==> config.mk <==
export PLATFORM = sky130hd
export DESIGN_NAME = polynomial_finder_scheduler_flat
export DESIGN_NICKNAME = d
export VERILOG_FILES = /design/src/rtl/polynomial_finder_scheduler_if.sv /design/src/rtl/polynomial_finder_scheduler.sv /design/src/flat_wrapper.sv
export SDC_FILE = /design/constraint.sdc
export NUM_CORES = 1
export LEC_CHECK = 0
export CORE_AREA = 2 2 192 194
export DETAILED_ROUTE_END_ITERATION = 12
export DIE_AREA = 0 0 194 196
export PLACE_DENSITY = 0.59
export SLEW_MARGIN = 30
export SYNTH_ARGS = -nofsm -noshare
export SYNTH_HDL_FRONTEND = slang
export SYNTH_SLANG_ARGS = --single-unit
==> constraint.sdc <==
create_clock -name clk_96MHz -period 6.01 [get_ports clk_96MHz]
set_clock_uncertainty 0.15 [all_clocks]
set_input_delay 1.202 -clock clk_96MHz [delete_from_list [all_inputs] [get_ports clk_96MHz]]
set_output_delay 1.202 -clock clk_96MHz [all_outputs]
set_load 0.1 [all_outputs]
==> src/rtl/polynomial_finder_scheduler_if.sv <==
// polynomial_finder_scheduler_if: channel request/result bus plus shared finder operand/handshake signals.
interface polynomial_finder_scheduler_if #(parameter int NUM_CH = 4);
  logic [NUM_CH-1:0] req, done;
  logic [24*NUM_CH-1:0] ts_last_data_bus, ts_last_data1_bus;
  logic [17*NUM_CH-1:0] decoded_data_bus, decoded_data1_bus;
  logic result_valid, result_timeout, busy, finder_enable, finder_ready;
  logic [2:0] result_channel;
  logic [16:0] result_polynomial, result_iteration;
  logic [23:0] finder_ts_last_data, finder_ts_last_data1;
  logic [16:0] finder_decoded_data, finder_decoded_data1;
  logic [16:0] finder_polynomial, finder_iteration_number;
  modport master (
    input req, ts_last_data_bus, ts_last_data1_bus, decoded_data_bus, decoded_data1_bus,
    input finder_polynomial, finder_iteration_number, finder_ready,
    output done, result_valid, result_channel, result_polynomial, result_iteration, result_timeout, busy,
    output finder_enable, finder_ts_last_data, finder_ts_last_data1, finder_decoded_data, finder_decoded_data1
  );
  modport slave (
    output req, ts_last_data_bus, ts_last_data1_bus, decoded_data_bus, decoded_data1_bus,
    output finder_polynomial, finder_iteration_number, finder_ready,
    input done, result_valid, result_channel, result_polynomial, result_iteration, result_timeout, busy,
    input finder_enable, finder_ts_last_data, finder_ts_last_data1, finder_decoded_data, finder_decoded_data1
  );
endinterface

==> src/rtl/polynomial_finder_scheduler.sv <==
// polynomial_finder_scheduler: round-robin sharing of one polynomial_finder between NUM_CH channels.
module polynomial_finder_scheduler #(
  parameter int NUM_CH = 4,
  parameter int TIMEOUT_CYCLES = 4096,
  parameter int DRAIN_CYCLES = 2
) (
  input logic clk_96MHz,
  input logic reset,
  polynomial_finder_scheduler_if.master bus
);
  localparam int TW = ($clog2(TIMEOUT_CYCLES + 1) > 13) ? $clog2(TIMEOUT_CYCLES + 1) : 13;
  localparam int DW = $clog2(DRAIN_CYCLES + 1);
  typedef enum logic [1:0] {IDLE, WAIT_START, WAIT_DONE, DRAIN} state_t;
  state_t state_q, state_d;
  logic [2:0] last_grant_q, last_grant_d, rch_q, rch_d, grant;
  logic [TW-1:0] cnt_q, cnt_d;
  logic [DW-1:0] drain_q, drain_d;
  logic [23:0] ts_q, ts_d, ts1_q, ts1_d;
  logic [16:0] dd_q, dd_d, dd1_q, dd1_d, poly_q, poly_d, iter_q, iter_d;
  logic [NUM_CH-1:0] done_q, done_d, rot;
  logic en_q, en_d, valid_q, valid_d, tmo_q, tmo_d, busy_q, hit_ready, tmo_hit;
  logic [3:0] off, sum;
  // Rotate requests so bit 0 is the channel right after last_grant; lowest set bit wins.
  always_comb begin
    rot = NUM_CH'({bus.req, bus.req} >> (4'(last_grant_q) + 4'd1));
    off = '0;
    for (int i = NUM_CH - 1; i >= 0; i--) off = rot[i] ? 4'(i) : off;
    sum = 4'(last_grant_q) + 4'd1 + off;
    grant = (sum >= 4'(NUM_CH)) ? 3'(sum - 4'(NUM_CH)) : 3'(sum);
  end
  assign hit_ready = (state_q == WAIT_DONE) && bus.finder_ready;
  assign tmo_hit = cnt_q >= TW'(TIMEOUT_CYCLES - 1);
  always_comb begin
    state_d = state_q;
    last_grant_d = last_grant_q;
    rch_d = rch_q;
    cnt_d = (&cnt_q) ? cnt_q : cnt_q + 1'b1;
    drain_d = drain_q + 1'b1;
    en_d = en_q;
    ts_d = ts_q;
    ts1_d = ts1_q;
    dd_d = dd_q;
    dd1_d = dd1_q;
    poly_d = poly_q;
    iter_d = iter_q;
    tmo_d = tmo_q;
    done_d = '0;
    valid_d = 1'b0;
    case (state_q)
      IDLE: if (|bus.req) begin
        state_d = WAIT_START;
        last_grant_d = grant;
        en_d = 1'b1;
        cnt_d = '0;
        ts_d = bus.ts_last_data_bus[24*grant +: 24];
        ts1_d = bus.ts_last_data1_bus[24*grant +: 24];
        dd_d = bus.decoded_data_bus[17*grant +: 17];
        dd1_d = bus.decoded_data1_bus[17*grant +: 17];
      end
      WAIT_START, WAIT_DONE: if (hit_ready || tmo_hit) begin
        state_d = DRAIN;
        drain_d = '0;
        en_d = 1'b0;
        valid_d = 1'b1;
        done_d = NUM_CH'(1) << last_grant_q;
        rch_d = last_grant_q;
        tmo_d = !hit_ready;
        poly_d = hit_ready ? bus.finder_polynomial : '0;
        iter_d = hit_ready ? bus.finder_iteration_number : '0;
      end else if (state_q == WAIT_START && !bus.finder_ready) state_d = WAIT_DONE;
      default: state_d = (drain_q == DW'(DRAIN_CYCLES - 1)) ? IDLE : DRAIN;
    endcase
  end
  always_ff @(posedge clk_96MHz)
    if (reset) begin
      state_q <= IDLE;
      last_grant_q <= 3'(NUM_CH - 1);
      rch_q <= '0;
      cnt_q <= '0;
      drain_q <= '0;
      en_q <= 1'b0;
      ts_q <= '0;
      ts1_q <= '0;
      dd_q <= '0;
      dd1_q <= '0;
      poly_q <= '0;
      iter_q <= '0;
      tmo_q <= 1'b0;
      done_q <= '0;
      valid_q <= 1'b0;
      busy_q <= 1'b0;
    end else begin
      state_q <= state_d;
      last_grant_q <= last_grant_d;
      rch_q <= rch_d;
      cnt_q <= cnt_d;
      drain_q <= drain_d;
      en_q <= en_d;
      ts_q <= ts_d;
      ts1_q <= ts1_d;
      dd_q <= dd_d;
      dd1_q <= dd1_d;
      poly_q <= poly_d;
      iter_q <= iter_d;
      tmo_q <= tmo_d;
      done_q <= done_d;
      valid_q <= valid_d;
      busy_q <= state_d != IDLE;
    end
  assign bus.done = done_q;
  assign bus.result_valid = valid_q;
  assign bus.result_channel = rch_q;
  assign bus.result_polynomial = poly_q;
  assign bus.result_iteration = iter_q;
  assign bus.result_timeout = tmo_q;
  assign bus.busy = busy_q;
  assign bus.finder_enable = en_q;
  assign bus.finder_ts_last_data = ts_q;
  assign bus.finder_ts_last_data1 = ts1_q;
  assign bus.finder_decoded_data = dd_q;
  assign bus.finder_decoded_data1 = dd1_q;
endmodule

==> src/flat_wrapper.sv <==
// flat-port wrapper written by rule: the top's interface ports become plain ports
module polynomial_finder_scheduler_flat 
#(
  parameter int NUM_CH = 4,
  parameter int TIMEOUT_CYCLES = 4096,
  parameter int DRAIN_CYCLES = 2
)
  (clk_96MHz, reset, bus_req, bus_ts_last_data_bus, bus_ts_last_data1_bus, bus_decoded_data_bus, bus_decoded_data1_bus, bus_finder_polynomial, bus_finder_iteration_number, bus_finder_ready, bus_done, bus_result_valid, bus_result_channel, bus_result_polynomial, bus_result_iteration, bus_result_timeout, bus_busy, bus_finder_enable, bus_finder_ts_last_data, bus_finder_ts_last_data1, bus_finder_decoded_data, bus_finder_decoded_data1);
  polynomial_finder_scheduler_if #(.NUM_CH(NUM_CH)) bus_i ();
  input logic clk_96MHz;
  input logic reset;
  input wire logic [$bits(bus_i.req)-1:0] bus_req;
  input wire logic [$bits(bus_i.ts_last_data_bus)-1:0] bus_ts_last_data_bus;
  input wire logic [$bits(bus_i.ts_last_data1_bus)-1:0] bus_ts_last_data1_bus;
  input wire logic [$bits(bus_i.decoded_data_bus)-1:0] bus_decoded_data_bus;
  input wire logic [$bits(bus_i.decoded_data1_bus)-1:0] bus_decoded_data1_bus;
  input wire logic [$bits(bus_i.finder_polynomial)-1:0] bus_finder_polynomial;
  input wire logic [$bits(bus_i.finder_iteration_number)-1:0] bus_finder_iteration_number;
  input wire logic [$bits(bus_i.finder_ready)-1:0] bus_finder_ready;
  output wire logic [$bits(bus_i.done)-1:0] bus_done;
  output wire logic [$bits(bus_i.result_valid)-1:0] bus_result_valid;
  output wire logic [$bits(bus_i.result_channel)-1:0] bus_result_channel;
  output wire logic [$bits(bus_i.result_polynomial)-1:0] bus_result_polynomial;
  output wire logic [$bits(bus_i.result_iteration)-1:0] bus_result_iteration;
  output wire logic [$bits(bus_i.result_timeout)-1:0] bus_result_timeout;
  output wire logic [$bits(bus_i.busy)-1:0] bus_busy;
  output wire logic [$bits(bus_i.finder_enable)-1:0] bus_finder_enable;
  output wire logic [$bits(bus_i.finder_ts_last_data)-1:0] bus_finder_ts_last_data;
  output wire logic [$bits(bus_i.finder_ts_last_data1)-1:0] bus_finder_ts_last_data1;
  output wire logic [$bits(bus_i.finder_decoded_data)-1:0] bus_finder_decoded_data;
  output wire logic [$bits(bus_i.finder_decoded_data1)-1:0] bus_finder_decoded_data1;
  assign bus_i.req = bus_req;
  assign bus_i.ts_last_data_bus = bus_ts_last_data_bus;
  assign bus_i.ts_last_data1_bus = bus_ts_last_data1_bus;
  assign bus_i.decoded_data_bus = bus_decoded_data_bus;
  assign bus_i.decoded_data1_bus = bus_decoded_data1_bus;
  assign bus_i.finder_polynomial = bus_finder_polynomial;
  assign bus_i.finder_iteration_number = bus_finder_iteration_number;
  assign bus_i.finder_ready = bus_finder_ready;
  assign bus_done = bus_i.done;
  assign bus_result_valid = bus_i.result_valid;
  assign bus_result_channel = bus_i.result_channel;
  assign bus_result_polynomial = bus_i.result_polynomial;
  assign bus_result_iteration = bus_i.result_iteration;
  assign bus_result_timeout = bus_i.result_timeout;
  assign bus_busy = bus_i.busy;
  assign bus_finder_enable = bus_i.finder_enable;
  assign bus_finder_ts_last_data = bus_i.finder_ts_last_data;
  assign bus_finder_ts_last_data1 = bus_i.finder_ts_last_data1;
  assign bus_finder_decoded_data = bus_i.finder_decoded_data;
  assign bus_finder_decoded_data1 = bus_i.finder_decoded_data1;
  polynomial_finder_scheduler #(.NUM_CH(NUM_CH), .TIMEOUT_CYCLES(TIMEOUT_CYCLES), .DRAIN_CYCLES(DRAIN_CYCLES)) u_core (.clk_96MHz(clk_96MHz), .reset(reset), .bus(bus_i));
endmodule
-- Word-level counts from Yosys, hierarchy flattened
Cells that the tools add are included.
Widths: inputs -> output; s select.
- reduce and logical (&&, ||, !) cells: 16
- magnitude comparators: 2
- shifts and indexed selects: 6
- $mul: 2
- add/subtract/negate cells: 5
- equality and inequality tests: 5
- muxes and demuxes: 21
- bitwise operators: 2
- operators by type and width (kind ; number):
    $shiftx 96x9->24 ; 2
    $shiftx 68x9->17 ; 2
    $mux 13 ; 3
    $mux 17 ; 2
    $mux 2 ; 7
    $add 13x1->13 const B ; 1
    $ge 13x12->1 const B ; 1
    $reduce_and 13->1 ; 1
    $mux 4 ; 3
    $mul 5x3->8 const A ; 1
    $shr 8x4->4 ; 1
    $mul 2x3->5 const A ; 1
    $add 3x1->4 const B ; 1
    $add 4x4->4 ; 1
    $eq 2x1->1 const B ; 2
    $ge 4x3->1 const B ; 1
    $ne 2x1->1 const B ; 2
    $pmux 2 s2 ; 1
    $reduce_and 2->1 ; 2
    $reduce_bool 2->1 ; 2
    $reduce_or 2->1 ; 2
    $reduce_or 4->1 ; 1
    $shl 1x3->4 const A ; 1
    $mux 1 ; 3
    other kinds (12) ; 15
- output and inout port bits: 127
- word-level logic and storage cells: 75
- register bits: 147

-- Depth between registers and ports, before layout
- depth after elaboration: 11
- depth in mapped cells: 11
- depth with buffers taken out: 9

-- Least setup slack after synthesis
OpenSTA, ideal clock, no wires.
- path type: input to register
- start point: input port bus_req[0]
- end point: register u_core.dd1_q[0], in the netlist u_core.bus.finder_decoded_data1[0]
- setup slack: 2.047 ns
- required time: 5.742 ns
- stages: 9
- setup time: 0.118 ns
- arrival: 3.695 ns
- path through: and3b_1 o21ai_0 a41oi_1 or3_1 fa_1 clkbuf_1 clkbuf_1 mux4_2 a22o_1
- cells in the longest elaborated chain, start to end: 10
- elaborated cells between the ends (all ways): 13
- those cells by class: add/sub: 2; mul: 1; order compare: 1; shift: 2; mux: 5; reduce/logical: 2
- RTL lines (element ; line ; text):
    start: declaration ; flat_wrapper.sv:12 ; input wire logic [$bits(bus_i.req)-1:0] bus_req;
    $shr 8x4->4 ; polynomial_finder_scheduler.sv:25 ; rot = NUM_CH'({bus.req, bus.req} >> (4'(last_grant_q) + 4'd1));
    $mux 2 ; polynomial_finder_scheduler.sv:27 ; for (int i = NUM_CH - 1; i >= 0; i--) off = rot[i] ? 4'(i) : off;
    $mux 4 (3 in a row) ; polynomial_finder_scheduler.sv:27 ;
    $add 4x4->4 ; polynomial_finder_scheduler.sv:28 ; sum = 4'(last_grant_q) + 4'd1 + off;
    $ge 4x3->1 or $sub 3x3->3 (tied branches) ; polynomial_finder_scheduler.sv:29 ; grant = (sum >= 4'(NUM_CH)) ? 3'(sum - 4'(NUM_CH)) : 3'(sum);
    $mux 3 ; polynomial_finder_scheduler.sv:29 ;
    $mul 5x3->8 ; polynomial_finder_scheduler.sv:58 ; dd1_d = bus.decoded_data1_bus[17*grant +: 17];
    $shiftx 68x9->17 ; polynomial_finder_scheduler.sv:58 ;
    end signal: assignment ; polynomial_finder_scheduler.sv:85 ; dd1_q <= '0;
    end signal: assignment ; polynomial_finder_scheduler.sv:102 ; dd1_q <= dd1_d;
    end: declaration ; polynomial_finder_scheduler.sv:19 ; logic [16:0] dd_q, dd_d, dd1_q, dd1_d, poly_q, poly_d, iter_q, iter_d;
Parallel ways exist; a longest one is shown, timed or not.
A chain may end at the register's enable or synchronous reset.

-- Worst setup path after layout
- start point: input port bus_req[0]
- end point: register u_core.ts_q[0], in the netlist u_core.bus.finder_ts_last_data[0]
- cells in the longest elaborated chain, start to end: 10
- elaborated cells between the ends (all ways): 13
- those cells by class: add/sub: 2; mul: 1; order compare: 1; shift: 2; mux: 5; reduce/logical: 2
- RTL lines (element ; line ; text):
    $shr 8x4->4 ; polynomial_finder_scheduler.sv:25 ;
    $mux 2 ; polynomial_finder_scheduler.sv:27 ;
    $mux 4 (3 in a row) ; polynomial_finder_scheduler.sv:27 ;
    $add 4x4->4 ; polynomial_finder_scheduler.sv:28 ;
    $ge 4x3->1 or $sub 3x3->3 (tied branches) ; polynomial_finder_scheduler.sv:29 ;
    $mux 3 ; polynomial_finder_scheduler.sv:29 ;
    $mul 2x3->5 ; polynomial_finder_scheduler.sv:55 ; ts_d = bus.ts_last_data_bus[24*grant +: 24];
    $shiftx 96x9->24 ; polynomial_finder_scheduler.sv:55 ;
    end signal: assignment ; polynomial_finder_scheduler.sv:99 ; ts_q <= ts_d;
    end: declaration ; polynomial_finder_scheduler.sv:18 ; logic [23:0] ts_q, ts_d, ts1_q, ts1_d;
Parallel ways exist; a longest one is shown, timed or not.

==> key figures <==
Critical path
  – Worst flop-to-flop path endpoint: u_core.bus.finder_ts_last_data[0]
  – Critical Path Source: bus_req[0]
  – Worst-path fanout max: 83
  – Worst Setup Path Type: primary input to flip-flop
  – FF-to-FF Start: u_core.last_grant_q[0]
  – Reg2reg path depth: 8
  – Cell family with most CP delay: adder cells
  – WP data required: 6.19 ns
  – Slowest-stage cell, CP: fa_4
  – WP data arrival: 4.64 ns
  – WP depth: 9
  – R2r setup slk: 2.13 ns
  – Critical path cell sequence: clkdlybuf4s50_1, and3b_1, o21ai_0, a41oi_1, or3_1, fa_4, buf_12, mux4_2, a22o_1
  – Worst Setup EP: u_core.bus.finder_ts_last_data[0]
  – CP Buf/Inv Count: 2
  – Startpoint types: primary input
  – Slowest stage delay, CP: 0.86 ns
  – Setup crit end kind: flip-flop

Route
  – # DRC: 0
  – 1st-iter DRT viols: 355
  – DR pass1 iterations: 4
  – DR WL/cell: 20.7 µm
  – Via Count: 6787
  – Vias per inst: 4.52
  – Final WL: roughly 31000 µm
  – Post-DRT Antenna Nets: 0

Clocking
  – CTS Buf Count: 17
  – Clk Latency, worst-skew pair: 0.44 ns
  – CTS Buffer Depth: 2
  – Postcts setup bufs: 0
  – Clock sink total: 147
  – CTS Hold Bufs: 0
  – Root Buffer: clkbuf_16
  – CTS tree: built
  – Clock transition at path regs: 0.07 ns
  – H-Tree Depth: 4
  – CTS resizes: 0

Logic synthesis
  – Synth Cell Area: 0.00701 mm²
  – Yosys reg bits: 147
  – Most common cell in the netlist: dfxtp_1
  – Post-synth EDFFs: 0
  – Syn_area_per_cell: 12.8 µm²
  – Synth top area cells: dfxtp_1 (42%), mux4_2 (26%), a22o_1 (14%)
  – Ys async rst share: 0%
  – Syn Inst Count: 546
  – Top_reg_cell synth: dfxtp_1
  – Syn Nets: slightly above 900
  – Synth area leader: dfxtp_1
  – Warnings, synthesis: 0
  – Register area share after synthesis: between 40% and 50%
  – Top-area cell type share of the netlist area: 42.0%
  – Post-synth top cells: dfxtp_1 (147), a22o_1 (116), mux4_2 (82)
  – Distinct cells, synth: 48

Placement
  – Routability Congestion: 0.805
  – Placed Area: roughly 0.012 mm²
  – Detailed Place HPWL: about 23000 µm
  – Port bufs: between 400 and 500

Global routing
  – GRT overflow: 0
  – First-pass GRT wire length: 45900 µm
  – Pin count of the biggest net entering global routing: 87
  – GRT Util Overall: between 10% and 20%
  – Vias in the first global route: 7214
  – Initial antenna violation count: 0

Min path
  – Hold Startpoint: u_core.drain_q[0]
  – Min-delay worst type: flip-flop to flip-flop

Timing
  – Final Max Tran Viols: 0
  – Hold Fails Final Rpt: 0
  – Final hold slack: roughly 0.29 ns
  – Slew @ Worst Pin: 1.03 ns
  – # setup viols final: 0
  – Setup TNS: 0 ns
  – RSZ-0062 raised after global routing: false
  – Min Tclk post-route: 4.46 ns
  – Maximum clock rate: 0.224 GHz
  – Fin crit share: 74.2%
  – Relative slew slack: between 30% and 40%

Power and ir drop
  – PD cells: 625 mW/mm²
  – Peak supply drop: 572 µV
  – P_leak: between 4 and 5 nW
  – Total power: 8.17 mW

Final layout
  – Layout area overhead: 86.4%
  – Final-stage net count: ~1400
  – Final instance area: 0.0131 mm²
  – Share of post-route cells with drive strength above 1: 14.2%
  – Number of fillers in the final layout: 3549
  – Core Util, Final: between 30% and 40%
  – Ant diodes: 0

Die
  – Die height: 196 µm
  – Initial core utilization: between 10% and 20%
  – Die area: 0.0380 mm²
  – Core ar.: 0.0361 mm²
  – Die W: roughly 190 µm
  – I/O pins: 496
  – # rows: 70

Status
  – Status: finished clean

Flow run
  – Max_cap viols: 0
## per-stage QoR
stage,setup slack (ns),instances
after global routing,1.49,1500
after detailed placement,1.20,1468
final,1.55,1500
after CTS,1.66,1500
after floorplan,2.05,546
after global placement,1.21,1468
## logic make-up after synthesis
group | share of synthesized area [%]
flip-flops | 42.0
AO/OA/AOI/OAI | 19.5
multiplexers | 27.1
buffers and inverters | 3.80
AND/OR/NAND/NOR | 5.80
adder cells (fa/ha/maj) | 1.71
XOR/XNOR | 0.125
## flip-flops by register name (all words and copies together), names as in the netlist
name	cells
u_core.cnt_q	13
u_core.bus.result_timeout	1
u_core.bus.result_iteration	17
u_core.bus.finder_ts_last_data	24
u_core.bus.result_channel	3
u_core.last_grant_q	3
u_core.bus.finder_decoded_data	17
u_core.bus.finder_enable	1
u_core.bus.done	4
u_core.drain_q	2
u_core.bus.busy	1
u_core.bus.finder_ts_last_data1	24
u_core.bus.finder_decoded_data1	17
u_core.state_q	2
u_core.bus.result_polynomial	17
u_core.bus.result_valid	1
## placed cells by master (no fill, tap or decap), types with 6 or more instances in the layout
| cell | Yosys | final |
|---|---|---|
| nand3_1 | 12 | 12 |
| or3_1 | 7 | 7 |
| a21oi_1 | 17 | 17 |
| nor3_1 | 9 | 9 |
| a22o_1 | 116 | 116 |
| clkdlybuf4s50_1 | 0 | 480 |
| nand2_1 | 7 | 7 |
| inv_1 | 14 | 14 |
| nor2_1 | 14 | 12 |
| buf_4 | 0 | 8 |
| buf_2 | 3 | 9 |
| mux4_2 | 82 | 82 |
| clkbuf_16 | 0 | 17 |
| ha_1 | 8 | 7 |
| o21ai_0 | 6 | 6 |
| dfxtp_1 | 147 | 147 |
## layout make-up
type | instances | area, µm² | share of cell area [%]
Sequential cell | 147 | 2940 | 22.5
Timing Repair Buffer | 502 | 4980 | 38.1
Inverter | 14 | 52.6 | 0.402
Multi-Input combinational cell | 337 | 3840 | 29.4
Clock inverter | 13 | 220 | 1.68
Clock buffer | 19 | 453 | 3.47
Tap cell | 468 | 586 | 4.48
## layer usage
layer | up-vias | track usage [%] | routed length, µm
met5 | - | 0 | 0
met4 | 0 | 3.03 | 295
met3 | 17 | 5.55 | 2450
met2 | 288 | 28.3 | 16100
met1 | 3303 | 18.8 | 12200
li1 | 3179 | - | -
## report_power, final
part           leakage, nW  switching, mW  internal, mW
sequential            1.20          0.203          1.28
combinational         3.28           3.42          2.01
clock                0.323          0.481         0.768
## how the worst min path moves through the flow
stage / to / slack [ns] / cells after the start
after detailed placement: u_core.drain_q[0] / 0.28 / 1
after floorplan: u_core.drain_q[0] / 0.25 / 1
after global routing: u_core.drain_q[0] / 0.33 / 1
after CTS: u_core.drain_q[0] / 0.29 / 1
final: u_core.drain_q[0] / 0.29 / 1
after global placement: u_core.drain_q[0] / 0.26 / 1
Power figures use the tool's default switching activity.
